### src/rtl/load_store_unit_if.sv
// Data-memory bus between the load/store unit (master) and the data memory (slave).
// Request fields stay stable while dmem_req is high; read data is valid with dmem_ack.
interface load_store_unit_if;
  logic        dmem_req;
  logic        dmem_we;
  logic [31:0] dmem_addr;
  logic [3:0]  dmem_be;
  logic [31:0] dmem_wdata;
  logic        dmem_ack;
  logic [31:0] dmem_rdata;

  modport master (
    output dmem_req,
    output dmem_we,
    output dmem_addr,
    output dmem_be,
    output dmem_wdata,
    input  dmem_ack,
    input  dmem_rdata
  );

  modport slave (
    input  dmem_req,
    input  dmem_we,
    input  dmem_addr,
    input  dmem_be,
    input  dmem_wdata,
    output dmem_ack,
    output dmem_rdata
  );
endinterface

### src/rtl/load_store_unit.sv
// RV32I load/store unit: decodes width and sign, checks alignment and legality, issues one
// data-memory access with byte lanes, and returns the aligned, extended load result.
module load_store_unit #(
  parameter int unsigned TIMEOUT_CYCLES = 16
) (
  input  logic        clk,
  input  logic        rst,
  input  logic        start,
  input  logic        mem_read,
  input  logic        mem_write,
  input  logic [2:0]  funct3,
  input  logic [31:0] alu_result,
  input  logic [31:0] store_data,
  output logic        busy,
  output logic        done,
  output logic [31:0] load_data,
  output logic [1:0]  error,
  load_store_unit_if.master dmem
);

  localparam int unsigned CntW = $clog2(TIMEOUT_CYCLES + 1);

  typedef enum logic [1:0] {StIdle, StReq, StDone} state_e;

  localparam logic [1:0] ErrOk        = 2'b00;
  localparam logic [1:0] ErrMisalign  = 2'b01;
  localparam logic [1:0] ErrIllegal   = 2'b10;
  localparam logic [1:0] ErrTimeout   = 2'b11;

  state_e            state_q, state_d;
  logic [CntW-1:0]   cnt_q, cnt_d;
  logic [2:0]        f3_q, f3_d;
  logic [1:0]        off_q, off_d;
  logic              req_q, req_d;
  logic              we_q, we_d;
  logic [31:0]       addr_q, addr_d;
  logic [3:0]        be_q, be_d;
  logic [31:0]       wdata_q, wdata_d;
  logic [31:0]       load_q, load_d;
  logic [1:0]        err_q, err_d;

  // Request decode, evaluated on the live inputs in the accepting cycle
  logic        illegal, misaligned;
  logic [3:0]  be_dec;
  logic [31:0] wdata_dec;

  always_comb begin
    illegal = 1'b0;
    if (mem_read && mem_write) begin
      illegal = 1'b1;
    end else if (mem_read) begin
      illegal = (funct3 == 3'b011) || (funct3 == 3'b110) || (funct3 == 3'b111);
    end else if (mem_write) begin
      illegal = funct3[2] || (funct3[1:0] == 2'b11);
    end

    misaligned = ((funct3[1:0] == 2'b01) && alu_result[0]) ||
                 ((funct3[1:0] == 2'b10) && (alu_result[1:0] != 2'b00));

    be_dec    = 4'b1111;
    wdata_dec = store_data;
    unique case (funct3[1:0])
      2'b00: begin
        be_dec    = 4'b0001 << alu_result[1:0];
        wdata_dec = {4{store_data[7:0]}};
      end
      2'b01: begin
        be_dec    = alu_result[1] ? 4'b1100 : 4'b0011;
        wdata_dec = {2{store_data[15:0]}};
      end
      default: begin
        be_dec    = 4'b1111;
        wdata_dec = store_data;
      end
    endcase
  end

  // Load extraction from the returned word, using the registered width and offset
  logic [31:0] lane, extracted;

  always_comb begin
    lane      = dmem.dmem_rdata >> {off_q, 3'b000};
    extracted = lane;
    unique case (f3_q)
      3'b000:  extracted = {{24{lane[7]}}, lane[7:0]};
      3'b100:  extracted = {24'h0, lane[7:0]};
      3'b001:  extracted = {{16{lane[15]}}, lane[15:0]};
      3'b101:  extracted = {16'h0, lane[15:0]};
      default: extracted = lane;
    endcase
  end

  always_comb begin
    state_d = state_q;
    cnt_d   = cnt_q;
    f3_d    = f3_q;
    off_d   = off_q;
    req_d   = req_q;
    we_d    = we_q;
    addr_d  = addr_q;
    be_d    = be_q;
    wdata_d = wdata_q;
    // Result outputs are only non-zero during the single DONE cycle
    load_d  = 32'h0;
    err_d   = ErrOk;

    unique case (state_q)
      StIdle: begin
        if (start && (mem_read || mem_write)) begin
          if (illegal || misaligned) begin
            state_d = StDone;
            err_d   = illegal ? ErrIllegal : ErrMisalign;
          end else begin
            state_d = StReq;
            cnt_d   = '0;
            f3_d    = funct3;
            off_d   = alu_result[1:0];
            req_d   = 1'b1;
            we_d    = mem_write;
            addr_d  = {alu_result[31:2], 2'b00};
            be_d    = be_dec;
            wdata_d = mem_write ? wdata_dec : 32'h0;
          end
        end
      end
      StReq: begin
        if (dmem.dmem_ack || (cnt_q == CntW'(TIMEOUT_CYCLES - 1))) begin
          state_d = StDone;
          req_d   = 1'b0;
          we_d    = 1'b0;
          addr_d  = 32'h0;
          be_d    = 4'h0;
          wdata_d = 32'h0;
          if (dmem.dmem_ack) begin
            load_d = we_q ? 32'h0 : extracted;
          end else begin
            err_d  = ErrTimeout;
          end
        end else begin
          cnt_d = cnt_q + CntW'(1);
        end
      end
      StDone: begin
        state_d = StIdle;
      end
      default: begin
        state_d = StIdle;
      end
    endcase
  end

  always_ff @(posedge clk) begin
    if (rst) begin
      state_q <= StIdle;
      cnt_q   <= '0;
      f3_q    <= 3'b000;
      off_q   <= 2'b00;
      req_q   <= 1'b0;
      we_q    <= 1'b0;
      addr_q  <= 32'h0;
      be_q    <= 4'h0;
      wdata_q <= 32'h0;
      load_q  <= 32'h0;
      err_q   <= ErrOk;
    end else begin
      state_q <= state_d;
      cnt_q   <= cnt_d;
      f3_q    <= f3_d;
      off_q   <= off_d;
      req_q   <= req_d;
      we_q    <= we_d;
      addr_q  <= addr_d;
      be_q    <= be_d;
      wdata_q <= wdata_d;
      load_q  <= load_d;
      err_q   <= err_d;
    end
  end

  assign busy            = (state_q != StIdle);
  assign done            = (state_q == StDone);
  assign load_data       = load_q;
  assign error           = err_q;
  assign dmem.dmem_req   = req_q;
  assign dmem.dmem_we    = we_q;
  assign dmem.dmem_addr  = addr_q;
  assign dmem.dmem_be    = be_q;
  assign dmem.dmem_wdata = wdata_q;

endmodule

### src/flat_wrapper.sv
// flat-port wrapper written by rule: the top's interface ports become plain ports
module load_store_unit_flat 
#(
  parameter int unsigned TIMEOUT_CYCLES = 16
)
  (clk, rst, start, mem_read, mem_write, funct3, alu_result, store_data, busy, done, load_data, error, dmem_dmem_req, dmem_dmem_we, dmem_dmem_addr, dmem_dmem_be, dmem_dmem_wdata, dmem_dmem_ack, dmem_dmem_rdata);
  load_store_unit_if dmem_i ();
  input  logic clk;
  input  logic rst;
  input  logic start;
  input  logic mem_read;
  input  logic mem_write;
  input  logic [2:0] funct3;
  input  logic [31:0] alu_result;
  input  logic [31:0] store_data;
  output logic busy;
  output logic done;
  output logic [31:0] load_data;
  output logic [1:0] error;
  output wire logic [$bits(dmem_i.dmem_req)-1:0] dmem_dmem_req;
  output wire logic [$bits(dmem_i.dmem_we)-1:0] dmem_dmem_we;
  output wire logic [$bits(dmem_i.dmem_addr)-1:0] dmem_dmem_addr;
  output wire logic [$bits(dmem_i.dmem_be)-1:0] dmem_dmem_be;
  output wire logic [$bits(dmem_i.dmem_wdata)-1:0] dmem_dmem_wdata;
  input wire logic [$bits(dmem_i.dmem_ack)-1:0] dmem_dmem_ack;
  input wire logic [$bits(dmem_i.dmem_rdata)-1:0] dmem_dmem_rdata;
  assign dmem_dmem_req = dmem_i.dmem_req;
  assign dmem_dmem_we = dmem_i.dmem_we;
  assign dmem_dmem_addr = dmem_i.dmem_addr;
  assign dmem_dmem_be = dmem_i.dmem_be;
  assign dmem_dmem_wdata = dmem_i.dmem_wdata;
  assign dmem_i.dmem_ack = dmem_dmem_ack;
  assign dmem_i.dmem_rdata = dmem_dmem_rdata;
  load_store_unit #(.TIMEOUT_CYCLES(TIMEOUT_CYCLES)) u_core (.clk(clk), .rst(rst), .start(start), .mem_read(mem_read), .mem_write(mem_write), .funct3(funct3), .alu_result(alu_result), .store_data(store_data), .busy(busy), .done(done), .load_data(load_data), .error(error), .dmem(dmem_i));
endmodule
### config.mk
export PLATFORM = sky130hd
export DESIGN_NAME = load_store_unit_flat
export DESIGN_NICKNAME = d
export VERILOG_FILES = /design/src/rtl/load_store_unit_if.sv /design/src/rtl/load_store_unit.sv /design/src/flat_wrapper.sv
export SDC_FILE = /design/constraint.sdc
export NUM_CORES = 1
export LEC_CHECK = 0
export BUFFER_PORTS_ARGS = -buffer_cell sky130_fd_sc_hd__buf_2
export CORE_ASPECT_RATIO = 0.6
export CORE_UTILIZATION = 45
export CTS_CLUSTER_DIAMETER = 200
export DETAILED_ROUTE_END_ITERATION = 8
export HOLD_SLACK_MARGIN = 0.03
export PLACE_DENSITY = 0.76
export SETUP_SLACK_MARGIN = 0.02
export SYNTH_ARGS = -nofsm -noshare
export SYNTH_HDL_FRONTEND = slang
export SYNTH_SLANG_ARGS = --single-unit
### constraint.sdc
create_clock -name clk -period 2.9 [get_ports clk]
set_input_delay 0 -clock clk [delete_from_list [all_inputs] [get_ports clk]]
set_output_delay 0 -clock clk [all_outputs]
set_load 0.01 [all_outputs]
==> results of run 1 <==
critical path: stages, from the launching register on:
cell     delay, ns
dfxtp_1       0.33
ha_1          0.21
and3_1        0.18
ha_1          0.23
nor2_1        0.28
nor2_1        0.12
nor3_4        0.85
a22o_1        0.26
path summary, 6_finish.rpt:
kind,to,slack (ns),cells past startpoint
worst min-delay path,u_core.load_data[2],0.06,3
worst max-delay path,u_core.dmem.dmem_addr[12],0.37,7
worst max register to register,u_core.dmem.dmem_addr[12],0.37,7
worst min register to register,u_core.dmem.dmem_req,0.45,1
cells by family (layout without fill, tap and decap cells):
group           Yosys count  count (layout)  synth area share [%]
compound gates          140             140                  17.8
xor+xnor                  2               2                 0.358
buf+inv                  51             337                  5.21
other cells               1               2                0.0766
fa+ha+maj                 2               2                 0.511
mux                      47              47                  10.3
flops                   114             114                  46.6
simple gates            180             180                  19.2
per-stage QoR:
| stage | worst slack, ns | hold WS [ns] | power, W | cell area, um^2 |
|---|---|---|---|---|
| 2_1_floorplan | 0.935 | 0.130 | 0.00199 | 4900 |
| 3_3_place_gp | 0.552 | 0.216 | 0.00216 | 5970 |
| 3_5_place_dp | 0.395 | 0.224 | 0.00218 | 5970 |
| 4_1_cts | 0.390 | 0.0336 | 0.00432 | 7420 |
| 5_1_grt | 0.197 | 0.0427 | 0.00446 | 7420 |
| 6_report | 0.374 | 0.0574 | 0.00431 | 7420 |
what timing repair did:
| item | in CTS | in global routing |
|---|---|---|
| hold endpoints to repair | 91 | 0 |
| gates resized for setup | 0 | 0 |
| hold buffers | 85 | 0 |
| setup buffers | 0 | 0 |
placed cells by master (no fill, tap or decap), types with 3 or more instances in the layout:
cell type	count
o21ai_0	49
dfxtp_1	114
nor2_1	19
mux2_2	26
clkinv_4	3
a22o_1	30
clkinvlp_4	3
o21ai_1	9
mux2i_1	21
buf_2	208
nand2_1	46
or3_1	3
clkbuf_16	17
inv_6	4
a21oi_1	31
nand3_1	38
dlygate4sd3_1	85
nor3_1	7
nand2b_1	40
buf_4	9
nor2b_1	13
or2_2	3
a211oi_1	17
report_power, final:
part | switching [W] | internal [W]
combinational | 0.000301 | 0.000289
sequential | 0.0000373 | 0.00162
clock | 0.000761 | 0.00130
flip-flops by register name, summed over array words and instances, names as in the netlist:
register / cells
u_core.dmem.dmem_be: 4
u_core.off_q: 2
u_core.dmem.dmem_addr: 30
u_core.error: 2
u_core.dmem.dmem_req: 1
u_core.f3_q: 3
u_core.state_q: 2
u_core.cnt_q: 5
u_core.dmem.dmem_we: 1
u_core.load_data: 32
u_core.dmem.dmem_wdata: 32
Yosys cell counts, types with 3 or more instances:
cell type  instances  area (um^2)
clkbuf_1          26         97.6
nand2_1           46          173
or3_1              3         18.8
mux2_2            26          293
buf_4              7         52.6
nand3_1           38          190
a211oi_1          17          128
nor2b_1           13         81.3
a21oi_1           31          155
buf_1              6         22.5
dfxtp_1          114         2280
o21ai_0           49          245
nor2_1            19         71.3
a22o_1            30          263
mux2i_1           21          210
or2_2              3         18.8
nor3_1             8         40.0
buf_6              4         45.0
o21ai_1            9         45.0
buf_2              4         20.0
nand2b_1          40          250
cell type report:
class / count / area, um^2 / share of cell area (%)
tap: 139 / 174 / 2.34
sequential: 114 / 2280 / 30.8
inverter: 2 / 7.51 / 0.101
timing repair buffer: 303 / 1980 / 26.7
multi-input combinational: 373 / 2380 / 32.1
clock inverter: 14 / 154 / 2.07
clock buffer: 18 / 439 / 5.92
metal layers:
layer | share of wire [%] | vias to the layer above | global-route usage (%)
li1 | - | 2441 | -
met1 | 44 | 2331 | 35.8
met2 | 46 | 226 | 42.0
met3 | 7.1 | 41 | 7.14
met4 | 2.8 | 0 | 12.1
met5 | 0 | - | 0
==> run_results.csv, run 1 <==
group,metric,value,unit
floorplan,start_util,46.4,%
grt,grt_pass1_vias,4882,
drt,drt_iter0_drc,364,
drt,drc,0,
floorplan,dieArea,11300,um^2
synth,syn_inst,537,
sta,maxSlewHeadroom,24.3,%
drt,wl_per_cell,15.8,um
floorplan,row_count,29,
drt,vias,5039,
synth,async_flop_share,0,%
setup_path,critPathArrivalTime,2.86,ns
power,p_leak,3.31,nW
drt,drt_first_pass_iters,8,
sta,worst_pin_slew,1.14,ns
clock_tree,cts_tree,"built",
finish,nFillCells,782,
grt,grt_overflow,0,
clock_tree,ctsRootBufferMaster,"clkbuf_16",
place,dpl.hpwl,9780,um
synth,ys.flop_type,"dfxtp_1",
finish,finish.utilization,70.2,%
grt,grt_max_degree,75,
sta,drv_slew,0,
finish,area_growth,51.4,%
worst_hold_path,worstHoldPathType,"input port to flip-flop",
synth,synth_edf_count,0,
sta,fin_crit_sh,87.1,%
synth,avgSynthCellArea,9.12,um^2
drt,via_per_inst,5.23,
drt,drtAntennaViolNets,0,
floorplan,die_h,82.8,um
sta,period_minus_slack,2.53,ns
grt,grt_pass1_wl,24200,um
setup_path,required,3.23,ns
synth,synth.distinct_cells,38,
setup_path,startpoint_type,"flip-flop",
sta,rsz0062_at_grt,"false",
power,power_density,581,nW/um^2
grt,grt_usage,27.3,%
clock_tree,clockBufferDepth,2,
grt,antenna_found_initial,0,
place,place.gp.congestion,0.889,
setup_path,worstSetupPathType,"flip-flop to flip-flop",
floorplan,die-width,137,um
place,dp.cells,846,
sta,fin_worst_skew,0.00694,ns
floorplan,coreArea,10600,um^2
place,io_buffers,208,
synth,yosysWarnings,0,
setup_path,crit_fanout,31,
finish,final_nets,918,
finish,final_cells,963,
floorplan,io_pins,211,
synth,syn_area,4900,um^2
status,outcome,"finished, final reports clean",
run,drv_cap,0,
drt,routed_wl,15300,um
synth,yosysSeqAreaShare,46.6,%
sta,fmax,396,MHz
finish,diodes,0,
clock_tree,cts.htree.levels,4,
clock_tree,clock_latency,0.39,ns
setup_path,end_kind,"flip-flop",
sta,setup_violations,0,
sta,hold_viol,0,
sta,tns,0,ns
worst_hold_path,hold_start,"dmem_dmem_rdata[10]",
setup_path,reg2reg_from,"u_core.cnt_q[0]",
synth,synth-seq-cells,114,
finish,drive_gt1_share,34.5,%
clock_tree,cts_made_buffers,17,
clock_tree,cts.sinks,114,
setup_path,crit_start,"u_core.cnt_q[0]",
clock_tree,clk_pin_slew,0.06,ns
power,vdd_drop_max,0.496,mV
Note: power is estimated with default switching activity, not from simulation.
==> run 2: changes to the inputs <==
- CORE_ASPECT_RATIO: 0.6 -> default
==> run 2 against run 1 <==
Net effect: clock power rose by 4%; core utilization rose by 3.5 points; design area is 3.5% higher; sequential cell count unchanged; fmax shrank 5.8%; critical endpoint is now u_core.load_data[4]; hold slack gained 0.0046 ns; total power is 3.0% higher; worst setup slack lost 0.15 ns; clock skew is 0.0030 ns higher; die area decreased by 0.12%.
==> run_results.csv, run 2 (synthesis gave the netlist of run 1 again) <==
group,metric,value,unit
status,outcome,"finished, final reports clean",
sta,fmax,373,MHz
sta,worst_slack,0.219,ns
finish,final_nets,943,
finish,final_cells,982,
setup_path,worstSetupPathType,"flip-flop to flip-flop",
power,power.net_switching,0.00103,W
grt,grt_pass1_wl,25500,um
finish,area_growth,56.8,%
power,p_int,0.00341,W
sta,drv_slew,0,
floorplan,io_pins,211,
finish,diodes,0,
floorplan,coreArea,10400,um^2
finish,drive_gt1_share,32.7,%
sta,hold_viol,0,
floorplan,die_h,106,um
setup_path,startpoint_type,"flip-flop",
drt,wl_per_cell,16.5,um
finish,final_common_cell,"buf_2",
clock_tree,ctsHoldBuffers,111,
clock_tree,clock_latency,0.51,ns
setup_path,required,3.36,ns
sta,period_minus_slack,2.68,ns
setup_path,end_kind,"flip-flop",
finish,nFillCells,711,
setup_path,crit_fanout,23,
power,sequentialPowerShare,37.4,%
drt,routed_wl,16200,um
power,power_density,578,nW/um^2
clock_tree,cts.sinks,114,
power,p_clk_share,48.4,%
clock_tree,postCtsSetupBuffers,0,
clock_tree,cts_made_buffers,17,
sta,fin_crit_sh,92.4,%
sta,tns,0,ns
power,swShare,23.2,%
power,p_leak,3.44,nW
drt,vias,5201,
sta,fin_worst_skew,0.00993,ns
floorplan,die-width,106,um
setup_path,critPathArrivalTime,3.14,ns
sta,setup_violations,0,
clock_tree,cts.htree.levels,4,
floorplan,dieArea,11300,um^2
clock_tree,ctsRootBufferMaster,"clkbuf_8",
grt,antenna_found_initial,0,
grt,grt_max_degree,75,
place,dpl.hpwl,9680,um
place,dp.cells,842,
place,place.gp.congestion,0.878,
floorplan,row_count,37,
power,vdd_drop_max,0.343,mV
worst_hold_path,worstHoldPathType,"input port to flip-flop",
finish,mostFrequentLayoutCells,"buf_2 (208), dfxtp_1 (114), dlygate4sd3_1 (111)",
place,io_buffers,208,
place,post-place-ws,0.375,ns
power,p_comb_share,14.2,%
grt,grt_usage,29.0,%
drt,drt_first_pass_iters,5,
clock_tree,cts.repair.resized,0,
clock_tree,clockBufferDepth,2,
sta,rsz0062_at_grt,"false",
drt,via_per_inst,5.30,
drt,drt_iter0_drc,332,
sta,worst_pin_slew,1.12,ns
clock_tree,cts_tree,"built",
drt,drc,0,
drt,drtAntennaViolNets,0,
floorplan,start_util,47.0,%
grt,grt_overflow,0,
run,drv_cap,0,
clock_tree,clk_pin_slew,0.06,ns
grt,grt_pass1_vias,5134,
sta,maxSlewHeadroom,25.3,%
[run 2: power groups by stage]
| stage | clock [W] | sequential, W | combinational, W |
|---|---|---|---|
| floorplan | 0 | 0.00171 | 0.000282 |
| global placement | 0 | 0.00169 | 0.000476 |
| detailed placement | 0 | 0.00169 | 0.000488 |
| CTS | 0.00217 | 0.00166 | 0.000609 |
| global route | 0.00224 | 0.00167 | 0.000678 |
| finish | 0.00215 | 0.00166 | 0.000630 |
[run 2: metrics by stage]
step,hold WS (ns),cell area (um^2),utilization [%],power [W]
floorplan,0.130,4900,-,0.00199
global placement,0.216,5960,57.2,0.00216
detailed placement,0.222,5960,57.2,0.00218
CTS,0.0378,7680,73.7,0.00444
global route,0.115,7680,73.7,0.00458
finish,0.0620,7680,73.7,0.00444
[run 2: final timing paths]
path                           to  cells after the start                  from  slack, ns
max           u_core.load_data[4]                      5       u_core.off_q[0]       0.22
min          u_core.load_data[13]                      5   dmem_dmem_rdata[13]       0.06
max reg2reg   u_core.load_data[4]                      5       u_core.off_q[0]       0.22
min reg2reg  u_core.dmem.dmem_req                      1  u_core.dmem.dmem_req       0.46
[run 2: layer usage]
metal	part of all wire (%)	up-vias	global-route usage [%]
met5	0	-	0
met4	3.3	0	14.3
met3	6.8	57	7.17
met2	50	255	49.8
met1	40	2403	33.5
li1	-	2486	-
[run 2: layout make-up]
type	instances	area [um^2]	area share [%]
sequential	114	2280	29.7
tap	136	170	2.22
clock buffer	24	480	6.26
inverter	2	7.51	0.0978
multi-input combinational	373	2380	31.0
timing repair buffer	328	2230	29.1
clock inverter	5	125	1.63
[run 2: worst max-delay path: stages, from the launching register on]
cell,delay (ns)
dfxtp_1,0.81
buf_4,0.34
a211oi_1,0.08
dlygate4sd3_1,0.58
a211oi_1,0.22
dlygate4sd3_1,0.60
==> run 3: changes to the inputs <==
--- a/config.mk
+++ b/config.mk
@@ -7,5 +7,5 @@
 export LEC_CHECK = 0
 export BUFFER_PORTS_ARGS = -buffer_cell sky130_fd_sc_hd__buf_2
-export CORE_UTILIZATION = 45
+export CORE_UTILIZATION = 43
 export CTS_CLUSTER_DIAMETER = 200
 export DETAILED_ROUTE_END_ITERATION = 8
==> constraint.sdc (replaced) <==
create_clock -name clk -period 2.45 [get_ports clk]
set_input_delay 0.1225 -clock clk [delete_from_list [all_inputs] [get_ports clk]]
set_output_delay 0.1225 -clock clk [all_outputs]
set_load 0.01 [all_outputs]
==> run 3 against run 2 <==
Net effect: hold slack worse by 0.025 ns; final cell count shrank 5.6%; fmax up 32%; via count decreased by 6.8%; largest power group unchanged.
==> run_results.csv, run 3 (synthesis gave the netlist of run 1 again) <==
group,metric,value,unit
status,outcome,"finished, final reports clean",
clock_tree,clock_latency,0.41,ns
sta,hold_viol,0,
power,sequentialPowerShare,39.0,%
worst_hold_path,hold_depth,3,
grt,grt_pass1_vias,4656,
finish,area_growth,43.6,%
setup_path,end_kind,"flip-flop",
finish,final_nets,881,
grt,grt_usage,24.5,%
power,vdd_drop_max,0.496,mV
sta,rsz0062_at_grt,"false",
grt,grt_max_degree,75,
power,p_clk_share,48.2,%
power,power_density,715,nW/um^2
setup_path,reg2reg_from,"u_core.cnt_q[0]",
setup_path,startpoint_type,"flip-flop",
power,p_leak,3.15,nW
drt,drc,0,
finish,final_common_cell,"buf_2",
clock_tree,clockBufferDepth,2,
drt,drt_first_pass_iters,5,
power,swShare,24.9,%
floorplan,start_util,44.6,%
clock_tree,cts_made_buffers,17,
run,drv_cap,0,
drt,drt_iter0_drc,345,
drt,wl_per_cell,15.5,um
finish,nFillCells,872,
worst_hold_path,min_to,"u_core.off_q[1]",
drt,via_per_inst,5.23,
setup_path,r2r_cells,8,
clock_tree,postCtsSetupBuffers,0,
grt,grt_pass1_wl,22400,um
finish,diodes,0,
sta,fin_worst_skew,0.0146,ns
setup_path,rrSetupSlack,0.42,ns
finish,drive_gt1_share,36.5,%
floorplan,io_pins,211,
setup_path,critPathArrivalTime,2.37,ns
setup_path,crit_fanout,31,
sta,setup_violations,0,
setup_path,worstSetupPathType,"flip-flop to flip-flop",
place,place.gp.congestion,0.854,
drt,routed_wl,14400,um
drt,vias,4845,
setup_path,required,2.79,ns
sta,fin_crit_sh,82.8,%
worst_hold_path,hold_start,"alu_result[1]",
floorplan,die_h,109,um
sta,holdWs,0.0371,ns
worst_hold_path,worstHoldPathType,"input port to flip-flop",
floorplan,dieArea,11800,um^2
sta,worst_pin_slew,1.17,ns
sta,period_minus_slack,2.03,ns
drt,drtAntennaViolNets,0,
sta,maxSlewHeadroom,21.9,%
finish,mostFrequentLayoutCells,"buf_2 (208), dfxtp_1 (114), o21ai_0 (49)",
place,io_buffers,208,
clock_tree,clk_pin_slew,0.05,ns
floorplan,row_count,38,
sta,drv_slew,0,
clock_tree,ctsRootBufferMaster,"clkbuf_16",
floorplan,coreArea,11000,um^2
power,p_int,0.00378,W
grt,grt_overflow,0,
place,dpl.hpwl,9760,um
setup_path,reg2reg_to,"u_core.dmem.dmem_addr[3]",
clock_tree,cts.htree.levels,4,
clock_tree,cts.sinks,114,
sta,tns,0,ns
power,power.net_switching,0.00125,W
power,p_comb_share,12.9,%
clock_tree,cts_tree,"built",
grt,antenna_found_initial,0,
floorplan,die-width,109,um
sta,fmax,493,MHz
run 3: cell count changes in the layout (fill, tap and decap cells not counted), sizes merged:
cell,before,now
buf,217,222
inv,2,3
clkinv,1,6
dlygate4sd3,111,44
clkbuf,24,20
clkinvlp,0,3
bufinv,4,2
run 3: worst max-delay path by stage:
stage,start,to,slack (ns)
after floorplan,u_core.off_q[1],u_core.load_data[16],0.48
after global placement,u_core.cnt_q[0],u_core.dmem.dmem_addr[16],0.52
after detailed placement,u_core.cnt_q[0],u_core.dmem.dmem_addr[8],0.42
after CTS,u_core.cnt_q[0],u_core.dmem.dmem_addr[3],0.42
after global routing,u_core.cnt_q[0],u_core.dmem.dmem_addr[24],0.24
final,u_core.cnt_q[0],u_core.dmem.dmem_addr[3],0.42
run 3: final cells by class:
class / count / area, um^2 / area share [%]
well taps: 140 / 175 / 2.49
inverters: 2 / 7.51 / 0.107
clock inverters: 12 / 133 / 1.89
repair buffers: 266 / 1600 / 22.7
clock buffers: 20 / 457 / 6.49
multi-input cells: 373 / 2380 / 33.8
flip-flops and latches: 114 / 2280 / 32.4
run 3: metal layers:
metal	GRT usage (%)	up-vias	routed length, um	share of wire, %
met5	0	-	0	0
met3	7.65	38	1030	7.1
li1	-	2361	-	-
met2	40.8	190	6980	49
met1	28.3	2256	6020	42
met4	12.3	0	362	2.5
run 3: power groups by stage:
| stage | sequential (W) | combinational, W | clock [W] |
|---|---|---|---|
| final | 0.00196 | 0.000647 | 0.00242 |
| after floorplan | 0.00202 | 0.000334 | 0 |
| after global routing | 0.00197 | 0.000705 | 0.00256 |
| after CTS | 0.00196 | 0.000641 | 0.00245 |
| after detailed placement | 0.00200 | 0.000584 | 0 |
| after global placement | 0.00199 | 0.000569 | 0 |
run 3: repair_timing:
action	in CTS	in global routing
gates resized for setup	0	0
hold endpoints to repair	44	0
hold buffers	44	0
run 3: worst max-delay path, cell delays in order (launching register included):
cell     delay, ns
dfxtp_1       0.33
ha_1          0.21
and3_1        0.18
ha_1          0.23
nor2_1        0.27
nor2_1        0.11
nor3_4        0.12
buf_4         0.33
a22o_1        0.19
run 3: metrics by stage:
step	setup WS (ns)	util [%]	cell area, um^2	total power, W	instances
floorplan	0.485	-	4900	0.00235	538
global placement	0.516	54.7	6000	0.00256	851
detailed placement	0.424	54.7	6000	0.00258	851
CTS	0.421	64.0	7030	0.00505	927
global route	0.239	64.0	7030	0.00523	927
finish	0.421	64.0	7030	0.00503	927
